**src/rtl/rgmii_pkg.sv**
```systemverilog
// Shared definitions for the RGMII receive path: speed codes, framing bytes
// and the receive FSM state encoding.
package rgmii_pkg;
  localparam logic [1:0] SPD_10   = 2'b00;
  localparam logic [1:0] SPD_100  = 2'b01;
  localparam logic [1:0] SPD_1000 = 2'b10;

  localparam logic [7:0] PREAMBLE_BYTE = 8'h55;
  localparam logic [7:0] SFD_BYTE      = 8'hD5;

  typedef enum logic [1:0] {
    IDLE,
    PREAMBLE,
    DATA,
    DROP
  } rx_state_e;
endpackage

```
**src/rtl/rgmii_link_status.sv**
```systemverilog
// In-band RGMII link status decode with a consecutive-sample debounce filter
// and a one-cycle pulse whenever the committed status changes.
module rgmii_link_status #(
  parameter int LINK_STABLE_CYCLES = 8
) (
  input  logic       i_clk,
  input  logic       i_rst_n,
  input  logic [1:0] i_ctl,
  input  logic [7:0] i_data,
  output logic       o_link_up,
  output logic [1:0] o_link_speed,
  output logic       o_link_full_duplex,
  output logic       o_link_change
);
  localparam int CW = $clog2(LINK_STABLE_CYCLES + 1);
  localparam logic [CW-1:0] STABLE = CW'(LINK_STABLE_CYCLES);

  logic [3:0]    r_cand;
  logic [CW-1:0] r_cnt;
  logic          w_sample;
  logic [CW-1:0] w_cnt_nxt;

  // Both DDR nibbles must agree; speed code 11 is not a legal status.
  assign w_sample = (i_ctl == 2'b00) && (i_data[3:0] == i_data[7:4]) &&
                    (i_data[2:1] != 2'b11);
  assign w_cnt_nxt = (i_data[3:0] != r_cand) ? CW'(1) :
                     (r_cnt == STABLE)       ? STABLE : r_cnt + 1'b1;

  always_ff @(posedge i_clk or negedge i_rst_n) begin
    if (!i_rst_n) begin
      r_cand             <= '0;
      r_cnt              <= '0;
      o_link_up          <= 1'b0;
      o_link_speed       <= 2'b00;
      o_link_full_duplex <= 1'b0;
      o_link_change      <= 1'b0;
    end else begin
      o_link_change <= 1'b0;
      if (w_sample) begin
        r_cand <= i_data[3:0];
        r_cnt  <= w_cnt_nxt;
        if (w_cnt_nxt == STABLE) begin
          {o_link_full_duplex, o_link_speed, o_link_up} <= i_data[3:0];
          o_link_change <= (i_data[3:0] !=
                            {o_link_full_duplex, o_link_speed, o_link_up});
        end
      end
    end
  end
endmodule

```
**src/rtl/rgmii_rx_framer.sv**
```systemverilog
// RGMII receive framer: byte/nibble assembly, preamble/SFD stripping, framed
// byte stream with sof/eof/err markers and saturating frame statistics.
module rgmii_rx_framer
  import rgmii_pkg::*;
#(
  parameter int LINK_STABLE_CYCLES = 8,
  parameter int MAX_FRAME_BYTES    = 1522,
  parameter int CNT_W              = 16
) (
  input  logic             rx_clk,
  input  logic             rst_n,
  input  logic [1:0]       raw_ctl,
  input  logic [7:0]       raw_data,
  output logic             link_up,
  output logic [1:0]       link_speed,
  output logic             link_full_duplex,
  output logic             link_change,
  output logic [7:0]       m_data,
  output logic             m_valid,
  output logic             m_sof,
  output logic             m_eof,
  output logic             m_err,
  output logic [CNT_W-1:0] frame_count,
  output logic [CNT_W-1:0] err_count
);
  localparam int BC_W = $clog2(MAX_FRAME_BYTES + 2);
  localparam logic [BC_W-1:0] MAX_BYTES = BC_W'(MAX_FRAME_BYTES);

  logic [1:0]      r_ctl;
  logic [7:0]      r_data;
  logic            w_dv, w_er;
  rx_state_e       r_state, w_state_nxt;
  logic            r_nib, r_half;
  logic [3:0]      r_lo;
  logic            w_byte_vld;
  logic [7:0]      w_byte;
  logic [7:0]      r_hold;
  logic            r_have, r_first, r_err;
  logic [BC_W-1:0] r_bcnt;
  logic            w_emit, w_eof, w_err_out, w_load, w_start;

  always_ff @(posedge rx_clk or negedge rst_n) begin
    if (!rst_n) begin
      r_ctl  <= 2'b00;
      r_data <= 8'h00;
    end else begin
      r_ctl  <= raw_ctl;
      r_data <= raw_data;
    end
  end

  assign w_dv = r_ctl[0];
  assign w_er = r_ctl[0] ^ r_ctl[1];

  rgmii_link_status #(
    .LINK_STABLE_CYCLES(LINK_STABLE_CYCLES)
  ) u_link (
    .i_clk             (rx_clk),
    .i_rst_n           (rst_n),
    .i_ctl             (r_ctl),
    .i_data            (r_data),
    .o_link_up         (link_up),
    .o_link_speed      (link_speed),
    .o_link_full_duplex(link_full_duplex),
    .o_link_change     (link_change)
  );

  // Mode only follows link status between frames, never mid-frame.
  always_ff @(posedge rx_clk or negedge rst_n) begin
    if (!rst_n) begin
      r_nib  <= 1'b0;
      r_half <= 1'b0;
      r_lo   <= 4'h0;
    end else begin
      if (r_state == IDLE && !w_dv) r_nib <= link_up && (link_speed != SPD_1000);
      if (!w_dv) begin
        r_half <= 1'b0;
      end else if (r_nib) begin
        r_half <= !r_half;
        if (!r_half) r_lo <= r_data[3:0];
      end
    end
  end

  assign w_byte_vld = w_dv && (!r_nib || r_half);
  assign w_byte     = r_nib ? {r_data[3:0], r_lo} : r_data;

  always_ff @(posedge rx_clk or negedge rst_n) begin
    if (!rst_n) r_state <= IDLE;
    else        r_state <= w_state_nxt;
  end

  always_comb begin
    w_state_nxt = r_state;
    w_emit      = 1'b0;
    w_eof       = 1'b0;
    w_err_out   = 1'b0;
    w_load      = 1'b0;
    w_start     = 1'b0;
    case (r_state)
      IDLE: if (w_dv) w_state_nxt = PREAMBLE;
      PREAMBLE: begin
        if (!w_dv) begin
          w_state_nxt = IDLE;
        end else if (w_byte_vld) begin
          if (w_byte == SFD_BYTE) begin
            w_state_nxt = DATA;
            w_start     = 1'b1;
          end else if (w_byte != PREAMBLE_BYTE) begin
            w_state_nxt = DROP;
          end
        end
      end
      DATA: begin
        // A pending low nibble at dv fall means the frame ended misaligned.
        if (!w_dv) begin
          w_state_nxt = IDLE;
          w_emit      = r_have;
          w_eof       = r_have;
          w_err_out   = r_err | r_half;
        end else if (w_byte_vld) begin
          w_emit = r_have;
          if (r_bcnt == MAX_BYTES) begin
            w_eof       = r_have;
            w_err_out   = 1'b1;
            w_state_nxt = DROP;
          end else begin
            w_load = 1'b1;
          end
        end
      end
      DROP: if (!w_dv) w_state_nxt = IDLE;
      default: w_state_nxt = IDLE;
    endcase
  end

  always_ff @(posedge rx_clk or negedge rst_n) begin
    if (!rst_n) begin
      r_hold      <= 8'h00;
      r_have      <= 1'b0;
      r_first     <= 1'b0;
      r_err       <= 1'b0;
      r_bcnt      <= '0;
      m_data      <= 8'h00;
      m_valid     <= 1'b0;
      m_sof       <= 1'b0;
      m_eof       <= 1'b0;
      m_err       <= 1'b0;
      frame_count <= '0;
      err_count   <= '0;
    end else begin
      if (w_start) begin
        r_have  <= 1'b0;
        r_first <= 1'b1;
        r_err   <= 1'b0;
        r_bcnt  <= '0;
      end else if (r_state == DATA) begin
        if (w_dv && w_er) r_err <= 1'b1;
        if (w_load) begin
          r_hold <= w_byte;
          r_have <= 1'b1;
          r_bcnt <= r_bcnt + 1'b1;
        end
        if (w_emit) r_first <= 1'b0;
      end
      m_valid <= w_emit;
      m_data  <= w_emit ? r_hold : 8'h00;
      m_sof   <= w_emit & r_first;
      m_eof   <= w_eof;
      m_err   <= w_eof & w_err_out;
      if (w_eof) begin
        if (w_err_out) begin
          if (err_count != '1) err_count <= err_count + 1'b1;
        end else begin
          if (frame_count != '1) frame_count <= frame_count + 1'b1;
        end
      end
    end
  end
endmodule

```
**config.mk**
```make
export PLATFORM = sky130hd
export DESIGN_NAME = rgmii_rx_framer
export DESIGN_NICKNAME = d
export VERILOG_FILES = /design/src/rtl/rgmii_pkg.sv /design/src/rtl/rgmii_link_status.sv /design/src/rtl/rgmii_rx_framer.sv
export SDC_FILE = /design/constraint.sdc
export NUM_CORES = 1
export LEC_CHECK = 0
export ABC_AREA = 1
export CORE_MARGIN = 4
export CORE_UTILIZATION = 25
export DETAILED_ROUTE_END_ITERATION = 16
export PLACE_DENSITY = 0.4
export SLEW_MARGIN = 20
export SYNTH_ARGS = -nofsm -noshare
export SYNTH_HDL_FRONTEND = slang
export SYNTH_SLANG_ARGS = --single-unit
```
**constraint.sdc**
```tcl
create_clock -name rx_clk -period 2 [get_ports rx_clk]
set_clock_uncertainty 0.15 [all_clocks]
set_input_delay 0.2 -clock rx_clk [delete_from_list [all_inputs] [get_ports rx_clk]]
set_output_delay 0.2 -clock rx_clk [all_outputs]
set_load 0.01 [all_outputs]
```
==> summary.md <==
| Metric | Value |
|---|---|
| Status | complete, no violations |
| Worst endpoint required time | 2140 ps |
| Slew Limit Fails | 0 |
| Post-layout min period | 1830 ps |
| Mux cell area share after synthesis | 0% |
| Layout cells sized above 1 | 11.5% |
| Hold Path Class | primary input to flip-flop |
| Synth top cells by count | nand2_1, dfrtp_1, inv_1 |
| Clock Power Share | 36.5% |
| Cell Area, Synth | 5090 µm² |
| Initial DRC count | 178 |
| TritonCTS clock tree | built |
| Final TNS setup | 0 ps |
| Synth top area share | 47.7% |
| Vias | 4224 |
| Most frequent CP cell | nand2_1 |
| Hold Vio Cnt, Final | 0 |
| Synth Instances | 651 |
| Number of synthesized flops with an enable pin | 0 |
| Fill cells | 2036 |
| Largest family of logic cells by synthesized area | simple AND/OR/NAND/NOR gates |
| Pin count of the biggest net entering global routing | 37 |
| Sequential area share after synthesis | 47.7% |
| Yosys warnings | 0 |
| Dpl hpwl | 9520 µm |
| Compound-gate portion of the synthesized area | 4.16% |
| Logic gate share of total power | 21.1% |
| CTS Root Cell | clkbuf_16 |
| Sw Share | 28.6% |
| Final worst path period share | 91.6% |
| Worst-path maximum fanout | 6 |
| First-pass GRT wire length | 21700 µm |
| Vias in the first global route | 4236 |
| Switching pwr | 1.58 mW |
| CP max-delay cell | dfrtp_1 |
| Clock sink count | 97 |
| Vias per inst | 4.14 |
| Register share of total power | 42.5% |
| Synth Area per Inst | 7.82 µm² |
| Finished Cell Area | 6670 µm² |
| Xor and xnor area share after synthesis | 6.71% |
| Site row count | 51 |
| Drt pass-1 iters | 4 |
| Ports | 61 |
| Register bit count reported by yosys | 97 |
| Crit. End Element | flip-flop |
| Initial antenna violation count | 0 |
| Max-cap violations | 0 |
| CP Cell Sequence | buf_4 -> xnor2_1 -> nand2_1 -> nor2_2 -> nand3_2 -> nor2_2 -> nand2_1 -> nand2_1 |
| Syn_nets | 669 |
| Simple-gate area share of the yosys netlist | 33.1% |
| Gr ovfl total | 0 |
| Buf+Inv Stages, Crit Path | 1 |
| Slew HR | 66.7% |
| Crit-path max cell delay | 420 ps |
| WL/cell | 12.5 µm |
| Crit Path Class | flip-flop to flip-flop |
| Critical Path Start Type | flip-flop |
| Pwr per Cell Area | 831 nW/µm² |
| Final estimated routing congestion in global placement | 0.793 |
| Die boundary height | 151 µm |
| GRT Overall Usage | 12.0% |
| Die area | 22700 µm² |
| Final setup viols | 0 |
| Hold_ws | 135 ps |
| Post-synth top flop | dfrtp_1 |
| DRT Wirelength | 12800 µm |
| Pre-CTS WS | 82.1 ps |
| Nets | 769 |
| Cell Int Power | 3.96 mW |
| Worst-skew pair later-pin latency | 350 ps |
| Register area | 2430 µm² |
| Routed Antenna Nets | 0 |
| Area growth syn-to-layout | 31.1% |
| Drt drc | 0 |
| Fmax | 0.546 GHz |
| Top Family by Delay on Critical Path | simple AND/OR/NAND/NOR gates |
| N_diodes | 0 |
| Initial Util | 25.8% |
| Pleak | 3.21 nW |
| Clock buffer depth | 2 |
| CTS clock-pin slew for the worst setup and hold paths | 70 ps |
| IR drop worst, VDD | 0.000412 V |
| Slew @ Worst Pin | 500 ps |
| Ys async rst share | 100% |
| H-tree depth | 3 |
| Die W | 151 µm |
| Top cells by area, synth | dfrtp_1, nand2_1, inv_1 |
| Total core area | 19700 µm² |
| Synthesized-area fraction occupied by adder cells | 1.48% |
| Placed cell area | 6310 µm² |
| Setup ws final | 169 ps |
| Port Buffers | 60 |
| Worst Path Arrival | 1970 ps |
| Most instantiated library cell after synthesis | nand2_1 |
| RSZ-0062 raised after global routing | no |
| Netlist cell types | 29 |
| Leading area contributor after synthesis | dfrtp_1 |
| Area occupied by multi-input gates | 2310 µm² |
| CTS Buf Count | 9 |
power by group through the flow:
stage,logic (mW),registers (mW),clock network (mW)
6_report,1.17,2.35,2.02
5_1_grt,1.35,2.39,2.19
4_1_cts,1.19,2.36,2.11
3_5_place_dp,1.19,2.39,0
3_3_place_gp,1.18,2.39,0
2_1_floorplan,0.630,2.42,0
path summary, 6_finish.rpt:
check | start | endpoint | slack [ps] | cells after the start
min in group asynchronous | rst_n | frame_count[1] | 220 | 2
worst max-delay path | r_data[2] | u_link.o_link_up | 170 | 8
worst max register to register | r_data[2] | u_link.o_link_up | 170 | 8
max in group asynchronous | rst_n | u_link.r_cand[0] | 830 | 3
worst min-delay path | raw_data[5] | r_data[5] | 130 | 1
worst min register to register | r_hold[5] | r_hold[5] | 340 | 2
layer usage:
metal | track usage (%) | vias up | share of wire, %
li1 | - | 2217 | -
met1 | 16.8 | 1923 | 50
met2 | 18.8 | 73 | 45
met3 | 2.65 | 11 | 3.7
met4 | 3.40 | 0 | 1.2
met5 | 0 | - | 0
metrics by stage:
step | util (%) | cells | power, mW
finish | 33.8 | 1020 | 5.54
global placement | 32.0 | 1004 | 3.57
CTS | 33.8 | 1020 | 5.66
global route | 33.8 | 1020 | 5.93
floorplan | - | 651 | 3.05
detailed placement | 32.0 | 1004 | 3.58
state kept, by name, indices dropped and copies added, names as in the netlist, 2 cells and up:
register,flops
err_count,16
frame_count,16
r_bcnt,11
m_data,8
r_data,8
r_hold,8
r_lo,4
u_link.r_cand,4
u_link.r_cnt,4
r_ctl,2
r_state,2
u_link.o_link_speed,2
what timing repair did:
item,in CTS,in global routing
hold buffers,1,0
endpoints found under the hold margin,33,0
buffers inserted,0,0
gates resized for setup,0,4
setup endpoints to repair,0,11
area by class of cell:
class | count | area share [%]
Timing Repair Buffer | 100 | 14.7
Tap cell | 265 | 4.97
Clock inverter | 5 | 1.56
Inverter | 73 | 4.11
Clock buffer | 10 | 3.58
Sequential cell | 97 | 36.4
Multi-Input combinational cell | 470 | 34.7
cells by family (layout without fill, tap and decap cells):
family | Yosys count | in the layout
xor gates and xnor gates | 39 | 39
and+or+nand+nor | 386 | 386
buffers and inverters | 84 | 188
adders and majority gates | 6 | 6
AOI/OAI and AO/OA | 39 | 39
DFF | 97 | 97
cell usage in the layout, fill, tap and decap left out:
master,instances
nand2_1,246
a31oi_1,1
nand4_2,3
clkbuf_16,9
clkdlybuf4s50_1,59
bufinv_16,3
inv_2,7
nor2_8,1
o21bai_1,5
buf_12,6
nand2_2,2
nor3_2,1
nand3_1,37
a21oi_1,6
ha_1,6
nor3_1,8
xnor2_1,20
nand4_4,1
nor2_4,6
clkinv_4,1
o21ai_0,21
clkinv_1,1
buf_6,1
buf_4,33
nor2_1,63
xor2_1,19
clkbuf_8,1
nor2_2,4
dfrtp_1,97
inv_1,65
or2_2,2
nand3_2,5
clkinv_2,1
nand4_1,7
o21a_1,1
dlygate4sd3_1,1
o21ai_1,5
No activity file was read; power rests on OpenSTA's default activity.
